**src/rtl/load_store_unit.sv**
```systemverilog
// Load/store unit: one access at a time, byte-lane alignment, load extension and a bus-beat timeout.
// Optional macro LSU_MISALIGNED_SPLIT_EN splits misaligned accesses into two beats; when it is undefined, misaligned accesses are rejected.
module load_store_unit #(
  parameter int unsigned TIMEOUT_CYCLES = 255
) (
  input  logic        clk,
  input  logic        rst_n,
  input  logic        req_valid,
  output logic        req_ready,
  input  logic        req_is_store,
  input  logic [31:0] req_addr,
  input  logic [1:0]  req_width,
  input  logic        req_unsigned,
  input  logic [31:0] req_wdata,
  output logic        resp_valid,
  output logic [31:0] resp_rdata,
  output logic        resp_err,
  output logic        mem_req,
  output logic        mem_we,
  output logic [31:0] mem_addr,
  output logic [31:0] mem_wdata,
  output logic [3:0]  mem_be,
  input  logic        mem_ack,
  input  logic [31:0] mem_rdata
);
  typedef enum logic [1:0] {IDLE, BEAT1, BEAT2, RESP} state_e;

  localparam logic [1:0] W_NONE = 2'b00;
  localparam logic [1:0] W_BYTE = 2'b01;
  localparam logic [1:0] W_HALF = 2'b10;
  localparam logic [1:0] W_WORD = 2'b11;

  state_e      state_q, state_d;
  logic        split_q, split_d;
  logic        is_store_q, is_store_d;
  logic [1:0]  width_q, width_d;
  logic        unsigned_q, unsigned_d;
  logic [1:0]  off_q, off_d;
  logic [3:0]  be_hi_q, be_hi_d;
  logic [31:0] wdata_hi_q, wdata_hi_d;
  logic [31:0] rdata_lo_q, rdata_lo_d;
  logic [31:0] cnt_q, cnt_d;
  logic        mem_req_q, mem_req_d;
  logic        mem_we_q, mem_we_d;
  logic [31:0] mem_addr_q, mem_addr_d;
  logic [31:0] mem_wdata_q, mem_wdata_d;
  logic [3:0]  mem_be_q, mem_be_d;
  logic        resp_valid_q, resp_valid_d;
  logic [31:0] resp_rdata_q, resp_rdata_d;
  logic        resp_err_q, resp_err_d;

  logic [1:0]  req_off;
  logic [3:0]  req_be_base;
  logic [31:0] req_wdata_m;
  logic        req_misaligned;
  logic [7:0]  req_be_lanes;
  logic [63:0] req_wd_lanes;
  logic        issue;

  logic [63:0] ld_pair;
  logic [31:0] ld_word;
  logic [31:0] ld_ext;
  logic        timed_out;

  assign req_off = req_addr[1:0];

  always_comb begin
    req_be_base = '0;
    req_wdata_m = '0;
    case (req_width)
      W_BYTE: begin
        req_be_base = 4'b0001;
        req_wdata_m = {24'b0, req_wdata[7:0]};
      end
      W_HALF: begin
        req_be_base = 4'b0011;
        req_wdata_m = {16'b0, req_wdata[15:0]};
      end
      W_WORD: begin
        req_be_base = 4'b1111;
        req_wdata_m = req_wdata;
      end
      default: ;
    endcase
  end

  assign req_misaligned = ((req_width == W_HALF) && (req_off == 2'd3)) ||
                          ((req_width == W_WORD) && (req_off != 2'd0));

  // Upper halves hold the lanes that spill into the following word (second beat).
  assign req_be_lanes = {4'b0, req_be_base} << req_off;
  assign req_wd_lanes = {32'b0, req_wdata_m} << {req_off, 3'b000};

  assign ld_pair = (state_q == BEAT2) ? {mem_rdata, rdata_lo_q} : {32'b0, mem_rdata};
  assign ld_word = 32'(ld_pair >> {off_q, 3'b000});

  always_comb begin
    ld_ext = '0;
    case (width_q)
      W_BYTE: ld_ext = unsigned_q ? {24'b0, ld_word[7:0]}  : {{24{ld_word[7]}}, ld_word[7:0]};
      W_HALF: ld_ext = unsigned_q ? {16'b0, ld_word[15:0]} : {{16{ld_word[15]}}, ld_word[15:0]};
      W_WORD: ld_ext = ld_word;
      default: ld_ext = '0;
    endcase
  end

  assign timed_out = (TIMEOUT_CYCLES != 0) && (cnt_q == TIMEOUT_CYCLES - 1);

  always_comb begin
    state_d      = state_q;
    split_d      = split_q;
    is_store_d   = is_store_q;
    width_d      = width_q;
    unsigned_d   = unsigned_q;
    off_d        = off_q;
    be_hi_d      = be_hi_q;
    wdata_hi_d   = wdata_hi_q;
    rdata_lo_d   = rdata_lo_q;
    cnt_d        = cnt_q;
    mem_req_d    = mem_req_q;
    mem_we_d     = mem_we_q;
    mem_addr_d   = mem_addr_q;
    mem_wdata_d  = mem_wdata_q;
    mem_be_d     = mem_be_q;
    resp_valid_d = 1'b0;
    resp_rdata_d = '0;
    resp_err_d   = 1'b0;
    issue        = 1'b0;

    case (state_q)
      IDLE: begin
        if (req_valid) begin
          is_store_d = req_is_store;
          width_d    = req_width;
          unsigned_d = req_unsigned;
          off_d      = req_off;
          split_d    = 1'b0;
          if (req_width == W_NONE) begin
            state_d      = RESP;
            resp_valid_d = 1'b1;
          end else if (req_misaligned) begin
`ifdef LSU_MISALIGNED_SPLIT_EN
            split_d = 1'b1;
            issue   = 1'b1;
`else
            state_d      = RESP;
            resp_valid_d = 1'b1;
            resp_err_d   = 1'b1;
`endif
          end else begin
            issue = 1'b1;
          end
        end
      end
      BEAT1, BEAT2: begin
        if (mem_ack) begin
          mem_req_d = 1'b0;
          mem_we_d  = 1'b0;
          if ((state_q == BEAT1) && split_q) begin
            state_d     = BEAT2;
            rdata_lo_d  = mem_rdata;
            mem_req_d   = 1'b1;
            mem_we_d    = is_store_q;
            mem_addr_d  = mem_addr_q + 32'd4;
            mem_be_d    = be_hi_q;
            mem_wdata_d = wdata_hi_q;
            cnt_d       = '0;
          end else begin
            state_d      = RESP;
            resp_valid_d = 1'b1;
            resp_rdata_d = is_store_q ? '0 : ld_ext;
          end
        end else if (timed_out) begin
          mem_req_d    = 1'b0;
          mem_we_d     = 1'b0;
          state_d      = RESP;
          resp_valid_d = 1'b1;
          resp_err_d   = 1'b1;
        end else begin
          cnt_d = cnt_q + 32'd1;
        end
      end
      RESP: state_d = IDLE;
      default: state_d = IDLE;
    endcase

    if (issue) begin
      state_d     = BEAT1;
      mem_req_d   = 1'b1;
      mem_we_d    = req_is_store;
      mem_addr_d  = {req_addr[31:2], 2'b00};
      mem_be_d    = req_be_lanes[3:0];
      mem_wdata_d = req_is_store ? req_wd_lanes[31:0] : '0;
      be_hi_d     = req_be_lanes[7:4];
      wdata_hi_d  = req_is_store ? req_wd_lanes[63:32] : '0;
      cnt_d       = '0;
    end
  end

  always_ff @(posedge clk or negedge rst_n) begin
    if (!rst_n) begin
      state_q      <= IDLE;
      split_q      <= 1'b0;
      is_store_q   <= 1'b0;
      width_q      <= W_NONE;
      unsigned_q   <= 1'b0;
      off_q        <= '0;
      be_hi_q      <= '0;
      wdata_hi_q   <= '0;
      rdata_lo_q   <= '0;
      cnt_q        <= '0;
      mem_req_q    <= 1'b0;
      mem_we_q     <= 1'b0;
      mem_addr_q   <= '0;
      mem_wdata_q  <= '0;
      mem_be_q     <= '0;
      resp_valid_q <= 1'b0;
      resp_rdata_q <= '0;
      resp_err_q   <= 1'b0;
    end else begin
      state_q      <= state_d;
      split_q      <= split_d;
      is_store_q   <= is_store_d;
      width_q      <= width_d;
      unsigned_q   <= unsigned_d;
      off_q        <= off_d;
      be_hi_q      <= be_hi_d;
      wdata_hi_q   <= wdata_hi_d;
      rdata_lo_q   <= rdata_lo_d;
      cnt_q        <= cnt_d;
      mem_req_q    <= mem_req_d;
      mem_we_q     <= mem_we_d;
      mem_addr_q   <= mem_addr_d;
      mem_wdata_q  <= mem_wdata_d;
      mem_be_q     <= mem_be_d;
      resp_valid_q <= resp_valid_d;
      resp_rdata_q <= resp_rdata_d;
      resp_err_q   <= resp_err_d;
    end
  end

  assign req_ready  = (state_q == IDLE);
  assign resp_valid = resp_valid_q;
  assign resp_rdata = resp_rdata_q;
  assign resp_err   = resp_err_q;
  assign mem_req    = mem_req_q;
  assign mem_we     = mem_we_q;
  assign mem_addr   = mem_addr_q;
  assign mem_wdata  = mem_wdata_q;
  assign mem_be     = mem_be_q;

endmodule

```
**config.mk**
```make
export PLATFORM = sky130hd
export DESIGN_NAME = load_store_unit
export DESIGN_NICKNAME = d
export VERILOG_FILES = /design/src/rtl/load_store_unit.sv
export SDC_FILE = /design/constraint.sdc
export NUM_CORES = 1
export LEC_CHECK = 0
export ABC_CLOCK_PERIOD_IN_PS = 2500
export BUFFER_PORTS_ARGS = -buffer_cell sky130_fd_sc_hd__buf_4
export CORE_ASPECT_RATIO = 1.1
export CORE_MARGIN = 5
export CORE_UTILIZATION = 50
export DETAILED_ROUTE_END_ITERATION = 16
export GPL_ROUTABILITY_DRIVEN = 0
export MAX_ROUTING_LAYER = met4
export PLACE_DENSITY = 0.77
export REMOVE_ABC_BUFFERS = 1
export SYNTH_ARGS = -nofsm -noshare
export SYNTH_HDL_FRONTEND = slang
export SYNTH_SLANG_ARGS = --single-unit
```
**constraint.sdc**
```tcl
create_clock -name clk -period 2.5 [get_ports clk]
set_input_delay 0.375 -clock clk [delete_from_list [all_inputs] [get_ports clk]]
set_output_delay 0.375 -clock clk [all_outputs]
set_load 0.005 [all_outputs]
```
==> summary.md, run 1 <==
| Metric | Value |
|---|---|
| Status | `complete, no violations` |
| Post-synth cell types | `63` |
| Dpl ws | `roughly 0.16 ns` |
| Final setup margin | `0.107 ns` |
| Ratio of cells with drive above 1 in the final layout | `between 30 and 40%` |
| Final setup vio count | `0` |
| Max clock buf depth | `2` |
| Top-Level Pins | `roughly 210` |
| Die ar. | `~17000 sq um` |
| Num rows | `46` |
| Least-Margin Pin Slew | `1.27 ns` |
| GRT Resource Usage Total | `between 20 and 30%` |
| Via density | `slightly below 6` |
| Clock Skew | `roughly 0.0068 ns` |
| WP data required | `~2.9 ns` |
| Syn avg cell area | `around 9.1 sq um` |
| Critical-path cell list | `inv_1 -> ha_1 -> and4b_1 -> or4b_1 -> or3_1 -> a21oi_1` |
| Skew-Pair Late Insertion Delay | `~0.43 ns` |
| Area leader, netlist | `dfrtp_1` |
| Critical Path Sink Type | `register` |
| Main combinational cell family by area after synthesis | `simple AND/OR/NAND/NOR gates` |
| Routed Antenna Nets | `0` |
| Post-synth EDFFs | `0` |
| DRC viols | `0` |
| Synth Cell Area | `between 7000 and 8000 sq um` |
| Crit path DAT | `roughly 2.8 ns` |
| Slowest-stage cell, CP | `or4b_1` |
| Crit Path Class | `reg2reg` |
| Register area share after synthesis | `a little under half` |
| Synth Area in Adders | `1.33%` |
| Via count | `6997` |
| Post-synth top area share | `between 40 and 50%` |
| Dpl cells | `about 1200` |
| Final Max Tran Viols | `0` |
| Post-synthesis xor/xnor area fraction | `1.54%` |
| Fmax | `418 MHz` |
| Hpwl dp | `between 15000 and 20000 um` |
| Final WL | `around 22000 um` |
| Post-synthesis simple-gate area fraction | `between 10% and 20%` |
| First drt pass iteration count | `5` |
| Maxcap violations | `0` |
| Mux cell area share after synthesis | `6.01%` |
| Clock Tree Root | `clkbuf_16` |
| Crit path buffers/inverters | `1` |
| Main area contributors after synthesis | `dfrtp_1, nand2_1, a21oi_1, a22oi_1, o21ai_0` |
| Area of the core | `approximately 15000 sq um` |
| H-tree lvl count | `4` |
| Max-Slew Margin vs Limit | `around 15%` |
| Asr flop ratio synth | `100%` |
| Initial Utilization | `51.1%` |
| CTS Sinks | `roughly 140` |
| Max Fanout on Critical Path | `9` |
| Die height | `between 100 and 150 um` |
| CP top delay family | `simple AND/OR/NAND/NOR gates` |
| Die W | `between 100 and 150 um` |
| Clk pin slew, worst setup/hold paths | `around 0.060 ns` |
| Final Critical Period | `2.39 ns` |
| Port Buffer Count | `between 200 and 250` |
| Synthesized netlist cell count | `roughly 820` |
| Worst path max stage delay | `approximately 0.64 ns` |
| Pwr dens | `slightly below 1000 nW/um^2` |
| Compound-Gate Fraction of Synth Area | `a little under a fifth` |
| Final Cycle Share | `between 90% and 100%` |
| Final nets | `about 1100` |
| Number of antenna diodes | `0` |
| Leakage | `about 4.6 nW` |
| Seq cells post-synth | `about 140` |
| WL/cell | `approximately 18 um` |
| Synth Flop Type | `dfrtp_1` |
| Largest net degree at the start of global routing | `73` |
| Vias in the first global route | `6731` |
| CTS Buf Count | `17` |
| Postcts setup bufs | `0` |
| Initial drt markers | `about 700` |
| Ys Warns | `0` |
| Worst setup SP type | `register` |
| Global-route wire length before repair | `around 35000 um` |
| Endpoints failing hold | `0` |
| VDD IR-drop max | `approximately 0.48 mV` |
| TritonCTS clock tree | `yes` |
| GR Overflow Total | `0` |
| Fin cells | `approximately 1200` |
| Min-delay worst type | `in2reg` |
| Initial antenna violation count | `0` |
| Area grow syn2layout | `31.5%` |
routing by layer:
layer  track usage [%]  vias up  share of wire, %
li1                  -     3268                 -
met1              33.3     3364                41
met2              39.9      311                49
met3              5.97       54               7.2
met4              10.1        0               3.0
met5                 -        -                 0
path summary, 6_finish.rpt:
check / startpoint / to / slack (ns) / cells past startpoint
worst max-delay path: state_q[1]$_DFFE_PN0P_ / cnt_q[19]$_DFFE_PN0P_ / 0.11 / 6
worst min-delay path: req_addr[7] / mem_addr[7]$_DFFE_PN0P_ / 0.14 / 3
worst max register to register: state_q[1]$_DFFE_PN0P_ / cnt_q[19]$_DFFE_PN0P_ / 0.11 / 6
worst min register to register: mem_addr[24]$_DFFE_PN0P_ / mem_addr[24]$_DFFE_PN0P_ / 0.47 / 2
max in group asynchronous: rst_n / mem_addr[9]$_DFFE_PN0P_ / 1.42 / 3
min in group asynchronous: rst_n / resp_rdata[18]$_DFF_PN0_ / 0.45 / 2
worst reg2reg max path: stages (launching register included):
cell	delay [ns]
dfrtp_1	0.44
inv_1	0.07
ha_1	0.37
and4b_1	0.25
or4b_1	0.64
or3_1	0.41
a21oi_1	0.14
logic make-up after synthesis:
| family | after synthesis |
|---|---|
| adder cells (fa/ha/maj) | 8 |
| XOR/XNOR | 13 |
| AO/OA/AOI/OAI | 215 |
| AND/OR/NAND/NOR | 319 |
| other | 1 |
| flip-flops | 142 |
| multiplexers | 42 |
| buffers and inverters | 78 |
placed cells by master (no fill, tap or decap), drive strengths merged, types with 7 or more instances in the layout:
| cell | instances |
|---|---|
| a22oi | 33 |
| o21ai | 48 |
| xnor2 | 11 |
| nand4 | 11 |
| ha | 7 |
| clkbuf | 20 |
| nand3 | 17 |
| a22o | 16 |
| or3 | 19 |
| nand2 | 168 |
| mux2i | 22 |
| nor2 | 53 |
| mux2 | 20 |
| inv | 17 |
| a21oi | 63 |
| o31ai | 7 |
| dfrtp | 142 |
| nor4 | 8 |
| nor3 | 11 |
| o22ai | 18 |
| buf | 232 |
area by class of cell:
cell class                      count  area (sq um)
Clock buffer                       20           467
Clock inverter                     12           110
Multi-Input combinational cell    599          3520
Sequential cell                   142          3550
Timing Repair Buffer              233          1790
Inverter                           16          60.1
Fill cell                        1204          4760
Tap cell                          192           240
synthesized netlist by cell type, drive strengths merged, types with 16 or more instances:
cell,instances
buf,30
or3,19
a22oi,33
mux2i,22
mux2,20
o21ai,48
a21oi,63
dfrtp,142
nand3,17
clkbuf,32
nand2,168
o22ai,18
nor2,53
a22o,16
sequential cells by signal, summed over array words and instances, names as in the netlist, 2 cells and up:
name        cells
off_q           2
cnt_q          32
mem_wdata      32
mem_be          4
mem_addr       30
width_q         2
state_q         2
resp_rdata     32
power by group:
| part | switching [W] | internal (W) | total (W) |
|---|---|---|---|
| clock network | 0.000996 | 0.00145 | 0.00244 |
| logic | 0.00188 | 0.00169 | 0.00357 |
| registers | 0.000432 | 0.00291 | 0.00334 |
per-stage QoR:
step / TNS [ns] / util (%) / hold WS [ns] / cell area (sq um) / total power [W]
2_1_floorplan: -92.38 / - / 0.0794 / 7110 / 0.00507
3_3_place_gp: 0 / 63.1 / 0.330 / 9150 / 0.00683
3_5_place_dp: 0 / 63.1 / 0.333 / 9150 / 0.00689
4_1_cts: 0 / 67.2 / 0.120 / 9740 / 0.00936
5_1_grt: -0.0111 / 67.2 / 0.126 / 9740 / 0.00991
6_report: 0 / 67.2 / 0.136 / 9740 / 0.00936
timing repair:
item,4_1_cts,5_1_grt
endpoints found under the hold margin,44,0
gates resized for setup,0,1
setup endpoints to repair,0,1
hold buffers,1,0
Power figures use the tool's default switching activity.
==> run 2: changes to the inputs <==
--- a/config.mk
+++ b/config.mk
@@ -8,7 +8,7 @@
 export ABC_CLOCK_PERIOD_IN_PS = 2500
 export BUFFER_PORTS_ARGS = -buffer_cell sky130_fd_sc_hd__buf_4
 export CORE_ASPECT_RATIO = 1.1
-export CORE_MARGIN = 5
+export CORE_MARGIN = 8
 export CORE_UTILIZATION = 50
 export DETAILED_ROUTE_END_ITERATION = 16
 export GPL_ROUTABILITY_DRIVEN = 0
==> run 2 against run 1 <==
Compared with the run above:
- via count fell by 0.56%
- worst hold slack worse by 0.0018 ns
- clock power about the same
- cell area unchanged
- power rose by 0.41%
- cell count is essentially flat
- die area is 9.3% higher
==> summary.md, run 2 (synthesis results as in run 1) <==
| Metric | Value |
|---|---|
| Status | `complete, no violations` |
| Worst reg2reg path startpoint | `state_q[0]$_DFFE_PN0P_` |
| Setup TNS | `0 ns` |
| Reg2Reg Depth | `7` |
| Commonest non-fill, non-tap cells in the layout | `buf_4, nand2_1, dfrtp_1` |
| Skew-Pair Late Insertion Delay | `0.43 ns` |
| Routed Antenna Nets | `0` |
| Fin cells | `approximately 1200` |
| Max-Slew Margin vs Limit | `a little under a fifth` |
| Worst min-delay path endpoint | `mem_addr[6]$_DFFE_PN0P_` |
| Hpwl dp | `between 15000 and 20000 um` |
| Seq pwr share | `between 30% and 40%` |
| Final nets | `about 1100` |
| Clock Skew | `between 0.008 and 0.009 ns` |
| Final WL | `22300 um` |
| First drt pass iteration count | `5` |
| FF-to-FF setup slack | `roughly 0.18 ns` |
| Clk pin slew, worst setup/hold paths | `roughly 0.06 ns` |
| Final Critical Period | `2.32 ns` |
| GRT Resource Usage Total | `between 20% and 30%` |
| Via count | `6958` |
| Num rows | `46` |
| Via density | `~5.7` |
| Leakage | `4.63 nW` |
| Worst path max stage delay | `0.49 ns` |
| Combinational Power Share | `38.2%` |
| Critical path's most frequent cell | `a21oi_1` |
| Area grow syn2layout | `31.5%` |
| Pwr dens | `about 960 nW/um^2` |
| Final setup vio count | `0` |
| RSZ-0062 raised after global routing | `false` |
| Largest net degree at the start of global routing | `71` |
| DRC viols | `0` |
| H-tree lvl count | `4` |
| Die W | `~130 um` |
| Power Internal | `0.00601 W` |
| WP data required | `between 2 and 3 ns` |
| Hold path startpoint | `req_addr[6]` |
| Final Max Tran Viols | `0` |
| Slowest-stage cell, CP | `or3b_2` |
| Max clock buf depth | `2` |
| Commonest non-fill, non-tap cell in the layout | `buf_4` |
| TritonCTS clock tree | `yes` |
| Hold Crit Depth | `3` |
| NetSw | `0.00339 W` |
| Die height | `144 um` |
| Crit Path Class | `reg2reg` |
| Initial drt markers | `around 670` |
| Port Buffer Count | `approximately 210` |
| Max Fanout on Critical Path | `16` |
| Die ar. | `approximately 19000 sq um` |
| Global-route wire length before repair | `between 30000 and 40000 um` |
| Min-delay worst type | `in2reg` |
| Initial antenna violation count | `0` |
| Placed cell area | `between 9000 and 10000 sq um` |
| Worst setup SP type | `register` |
| WL/cell | `roughly 18 um` |
| Least-Margin Pin Slew | `around 1.2 ns` |
| Vias in the first global route | `just over 7000` |
| CTS Sinks | `about 140` |
| Final Cycle Share | `approximately 93%` |
| GR Overflow Total | `0` |
| Final setup margin | `between 0.15 and 0.2 ns` |
| Area of the core | `between 10000 and 15000 sq um` |
| Top-Level Pins | `around 210` |
| VDD IR-drop max | `between 0.5 and 0.6 mV` |
| Critical-path cell list | `inv_1 -> ha_1 -> or3b_2 -> a21oi_1 -> o21ai_0 -> o31a_4 -> a21oi_1` |
| Fmax | `between 400 and 500 MHz` |
| Maxcap violations | `0` |
| Dpl cells | `roughly 1200` |
| Clock power frac | `26.2%` |
| Clock Tree Root | `clkbuf_16` |
| Number of antenna diodes | `0` |
| Initial Utilization | `between 50% and 60%` |
| Ratio of cells with drive above 1 in the final layout | `about 30%` |
| Crit path DAT | `about 2.7 ns` |
| CTS Buf Count | `17` |
| Sw Share | `between 30 and 40%` |
| Critical Path Sink Type | `register` |
| Endpoints failing hold | `0` |
| Final instance area | `about 10000 sq um` |
| RR Endpoint | `resp_rdata[28]$_DFF_PN0_` |
| Dpl ws | `approximately 0.052 ns` |
[run 2: changes by cell type in the layout (fill, tap and decap cells not counted), sizes merged]
| cell | before | now |
|---|---|---|
| inv | 17 | 21 |
| clkbuf | 20 | 18 |
| buf | 232 | 231 |
| clkinv | 6 | 5 |
| clkinvlp | 4 | 3 |
[run 2: worst max path at each step]
stage	start	to	depth (start not counted)
2_1_floorplan	state_q[0]$_DFFE_PN0P_	mem_wdata[29]$_DFFE_PN0P_	7
3_3_place_gp	state_q[0]$_DFFE_PN0P_	resp_rdata[22]$_DFF_PN0_	7
3_5_place_dp	state_q[0]$_DFFE_PN0P_	resp_rdata[21]$_DFF_PN0_	7
4_1_cts	state_q[0]$_DFFE_PN0P_	resp_rdata[21]$_DFF_PN0_	7
5_1_grt	state_q[1]$_DFFE_PN0P_	cnt_q[28]$_DFFE_PN0P_	7
6_report	state_q[0]$_DFFE_PN0P_	resp_rdata[28]$_DFF_PN0_	7
[run 2: power groups by stage]
stage	combinational, W	sequential, W	clock (W)
after floorplan	0.00165	0.00342	0
after global placement	0.00350	0.00334	0
after detailed placement	0.00357	0.00335	0
after CTS	0.00357	0.00333	0.00248
after global routing	0.00393	0.00342	0.00259
final	0.00359	0.00334	0.00247
[run 2: critical path: cells and delay by family, from the launching register on]
kind	cells	cell delay (ns)
AO/OA/AOI/OAI	4	0.93
AND/OR/NAND/NOR	1	0.49
adder cells (fa/ha/maj)	1	0.31
buffers and inverters	1	0.11
flip-flops	1	0.38
[run 2: per-layer routing]
metal	track usage [%]	vias up	part of all wire [%]
li1	-	3272	-
met3	5.03	48	6.6
met2	38.8	279	50
met4	10.7	0	3.0
met5	-	-	0
met1	28.8	3359	40
[run 2: metrics by stage]
stage | hold WS, ns | power (W) | util [%]
floorplan | 0.0794 | 0.00507 | -
global placement | 0.382 | 0.00683 | 63.3
detailed placement | 0.390 | 0.00692 | 63.3
CTS | 0.119 | 0.00938 | 67.3
global route | 0.133 | 0.00994 | 67.5
finish | 0.134 | 0.00939 | 67.5
[run 2: final cells by class]
class,count,area (sq um)
clock buffer,18,439
clock inverter,14,133
fill,1155,4700
inverter,16,60.1
multi-input combinational,599,3530
sequential,142,3550
tap,192,240
timing repair buffer,232,1790
[run 2: timing repair]
item	CTS	global route
hold buffers	1	0
hold endpoints to repair	55	0
setup endpoints to repair	0	18
gates resized for setup	0	4
setup buffers	0	0
==> run 3: changes to the inputs <==
--- a/config.mk
+++ b/config.mk
@@ -6,14 +6,14 @@
 export NUM_CORES = 1
 export LEC_CHECK = 0
 export ABC_CLOCK_PERIOD_IN_PS = 2500
-export BUFFER_PORTS_ARGS = -buffer_cell sky130_fd_sc_hd__buf_4
 export CORE_ASPECT_RATIO = 1.1
 export CORE_MARGIN = 8
 export CORE_UTILIZATION = 50
 export DETAILED_ROUTE_END_ITERATION = 16
+export DONT_BUFFER_PORTS = 1
 export GPL_ROUTABILITY_DRIVEN = 0
 export MAX_ROUTING_LAYER = met4
-export PLACE_DENSITY = 0.77
+export RECOVER_POWER = 100
 export REMOVE_ABC_BUFFERS = 1
 export SYNTH_ARGS = -nofsm -noshare
 export SYNTH_HDL_FRONTEND = slang
==> run 3 against run 2 <==
Compared with the run above:
- the run now ends with hold timing left
- largest cell class unchanged
- wire length fell by 6.9%
- combinational power fell by 33%
- core utilization fell by 11 points
- sequential cell count did not move
- first-iteration DRC count fell by 9.9%
- critical path type unchanged
- power fell by 9.7%
- count of clock-buffer cells in the layout did not move
- maximum frequency barely moved
- sequential power rose by 6%
- die area did not move
- highest routed layer unchanged
- clock power rose by 3%
- worst setup slack got worse by 0.0017 ns
==> summary.md, run 3 (synthesis results as in run 1) <==
| Metric | Value |
|---|---|
| Worst reg2reg path startpoint | `state_q[0]$_DFFE_PN0P_` |
| Initial antenna violation count | `0` |
| Max clock buf depth | `2` |
| Setup TNS | `0 ns` |
| Pwr dens | `1050 nW/um^2` |
| WP depth | `7` |
| Via density | `approximately 6.1` |
| Slowest-stage cell, CP | `or3_2` |
| Final instance area | `just over 8000 sq um` |
| Ratio of cells with drive above 1 in the final layout | `about 11%` |
| Fmax | `between 400 and 500 MHz` |
| Area of the core | `around 14000 sq um` |
| CTS Buf Count | `17` |
| Reg2Reg Depth | `7` |
| Top Usage Layer GRT | `met2` |
| Least-Margin Pin Slew | `between 1 and 1.5 ns` |
| NetSw | `slightly above 0.003 W` |
| Skew-Pair Late Insertion Delay | `between 0.4 and 0.5 ns` |
| Min-delay worst type | `in2async` |
| Power Internal | `0.00541 W` |
| RR Endpoint | `mem_wdata[31]$_DFFE_PN0P_` |
| Via count | `6161` |
| Area grow syn2layout | `9.42%` |
| Final setup vio count | `0` |
| Placed cell area | `around 7600 sq um` |
| Die W | `~130 um` |
| FF-to-FF setup slack | `0.17 ns` |
| H-tree lvl count | `4` |
| Worst path max stage delay | `between 0.5 and 0.6 ns` |
| Final setup margin | `0.174 ns` |
| Routed Antenna Nets | `0` |
| Endpoints failing hold | `between 100 and 150` |
| First drt pass iteration count | `5` |
| Max Fanout on Critical Path | `about 70` |
| VDD IR-drop max | `roughly 0.52 mV` |
| DRC viols | `0` |
| Final Max Tran Viols | `0` |
| M1 GR Usage | `a little over a quarter` |
| Die height | `around 140 um` |
| Crit Path Class | `reg2reg` |
| Max-Slew Margin vs Limit | `between 20% and 30%` |
| Commonest non-fill, non-tap cells in the layout | `nand2_1, dfrtp_1, a21oi_1` |
| Status | `finished, violations left` |
| WHS | `-0.357 ns` |
| Hpwl dp | `approximately 15000 um` |
| Initial drt markers | `~600` |
| WP data required | `about 2.9 ns` |
| TritonCTS clock tree | `yes` |
| Global-route wire length before repair | `approximately 33000 um` |
| Fillers | `roughly 1300` |
| Die ar. | `about 19000 sq um` |
| Overall power | `between 0.008 and 0.009 W` |
| M2 GR Usage | `roughly 36%` |
| Crit path buffers/inverters | `2` |
| CP top delay family | `simple AND/OR/NAND/NOR gates` |
| Critical Path Sink Type | `register` |
| Final WL | `20800 um` |
| Top-Level Pins | `~210` |
| Final Critical Period | `approximately 2.3 ns` |
| Violated checks | `hold timing` |
| WL/cell | `about 21 um` |
| Vias in the first global route | `around 6300` |
| Sw Share | `between 30% and 40%` |
| Commonest non-fill, non-tap cell in the layout | `nand2_1` |
| Clock power frac | `between 30% and 40%` |
| Maxcap violations | `0` |
| GR Overflow Total | `0` |
| RSZ-0062 raised after global routing | `false` |
| Postcts setup bufs | `0` |
| Dpl ws | `about 0.13 ns` |
| Port Buffer Count | `0` |
| Worst setup SP type | `register` |
| Largest net degree at the start of global routing | `between 100 and 150` |
| Seq pwr share | `a little over two fifths` |
| Leakage | `3.55 nW` |
| Clock Skew | `around 0.0084 ns` |
| Number of antenna diodes | `0` |
| Clk pin slew, worst setup/hold paths | `around 0.06 ns` |
| Final Cycle Share | `~93%` |
| Clock Tree Root | `clkbuf_16` |
| Combinational Power Share | `between 20% and 30%` |
| CTS Sinks | `approximately 140` |
| Critical-path cell list | `inv_1 -> ha_1 -> nand2_1 -> or3_2 -> buf_4 -> nor3b_1 -> a22o_1` |
| Initial Utilization | `51.3%` |
| Num rows | `46` |
| GRT Resource Usage Total | `about 23%` |
| Grt met3 use | `7.37%` |
| Crit path DAT | `2.69 ns` |
| Final nets | `a little over 900` |
run 3: area by class of cell:
class                      count  area [sq um]  share of cell area [%]
sequential                   142          3550                    43.8
multi-input combinational    599          3490                    43.1
clock buffer                  18           439                    5.41
tap                          192           240                    2.96
timing repair buffer          25           166                    2.05
clock inverter                14           158                    1.94
inverter                      16          60.1                   0.741
run 3: how the worst max path moves through the flow:
| stage | startpoint | end | slack, ns |
|---|---|---|---|
| 3_5_place_dp | state_q[1]$_DFFE_PN0P_ | cnt_q[31]$_DFFE_PN0P_ | 0.13 |
| 6_report | state_q[0]$_DFFE_PN0P_ | mem_wdata[31]$_DFFE_PN0P_ | 0.17 |
| 5_1_grt | state_q[0]$_DFFE_PN0P_ | resp_rdata[29]$_DFF_PN0_ | 0.008 |
| 2_1_floorplan | state_q[0]$_DFFE_PN0P_ | mem_wdata[29]$_DFFE_PN0P_ | -1.66 |
| 3_3_place_gp | state_q[1]$_DFFE_PN0P_ | cnt_q[19]$_DFFE_PN0P_ | 0.25 |
| 4_1_cts | state_q[1]$_DFFE_PN0P_ | cnt_q[31]$_DFFE_PN0P_ | 0.13 |
run 3: per-stage QoR:
stage	util (%)	std cells
finish	56.1	1006
global placement	52.4	974
global route	56.1	1006
detailed placement	52.4	974
CTS	56.5	1006
floorplan	-	757
run 3: power groups by stage:
stage | Sequential (W) | Combinational, W | Clock, W
global placement | 0.00357 | 0.00236 | 0
CTS | 0.00355 | 0.00244 | 0.00259
detailed placement | 0.00358 | 0.00244 | 0
global route | 0.00363 | 0.00269 | 0.00268
finish | 0.00353 | 0.00241 | 0.00255
floorplan | 0.00342 | 0.00165 | 0
run 3: what timing repair did:
| action | CTS | global route |
|---|---|---|
| endpoints found under the setup margin | 0 | 4 |
| hold endpoints to repair | 142 | 142 |
| gates resized for setup | 0 | 1 |
run 3: metal layers:
layer	wire, um	part of all wire [%]
met5	0	0
met4	385	1.9
met3	1860	9.0
met2	10200	49
met1	8300	40
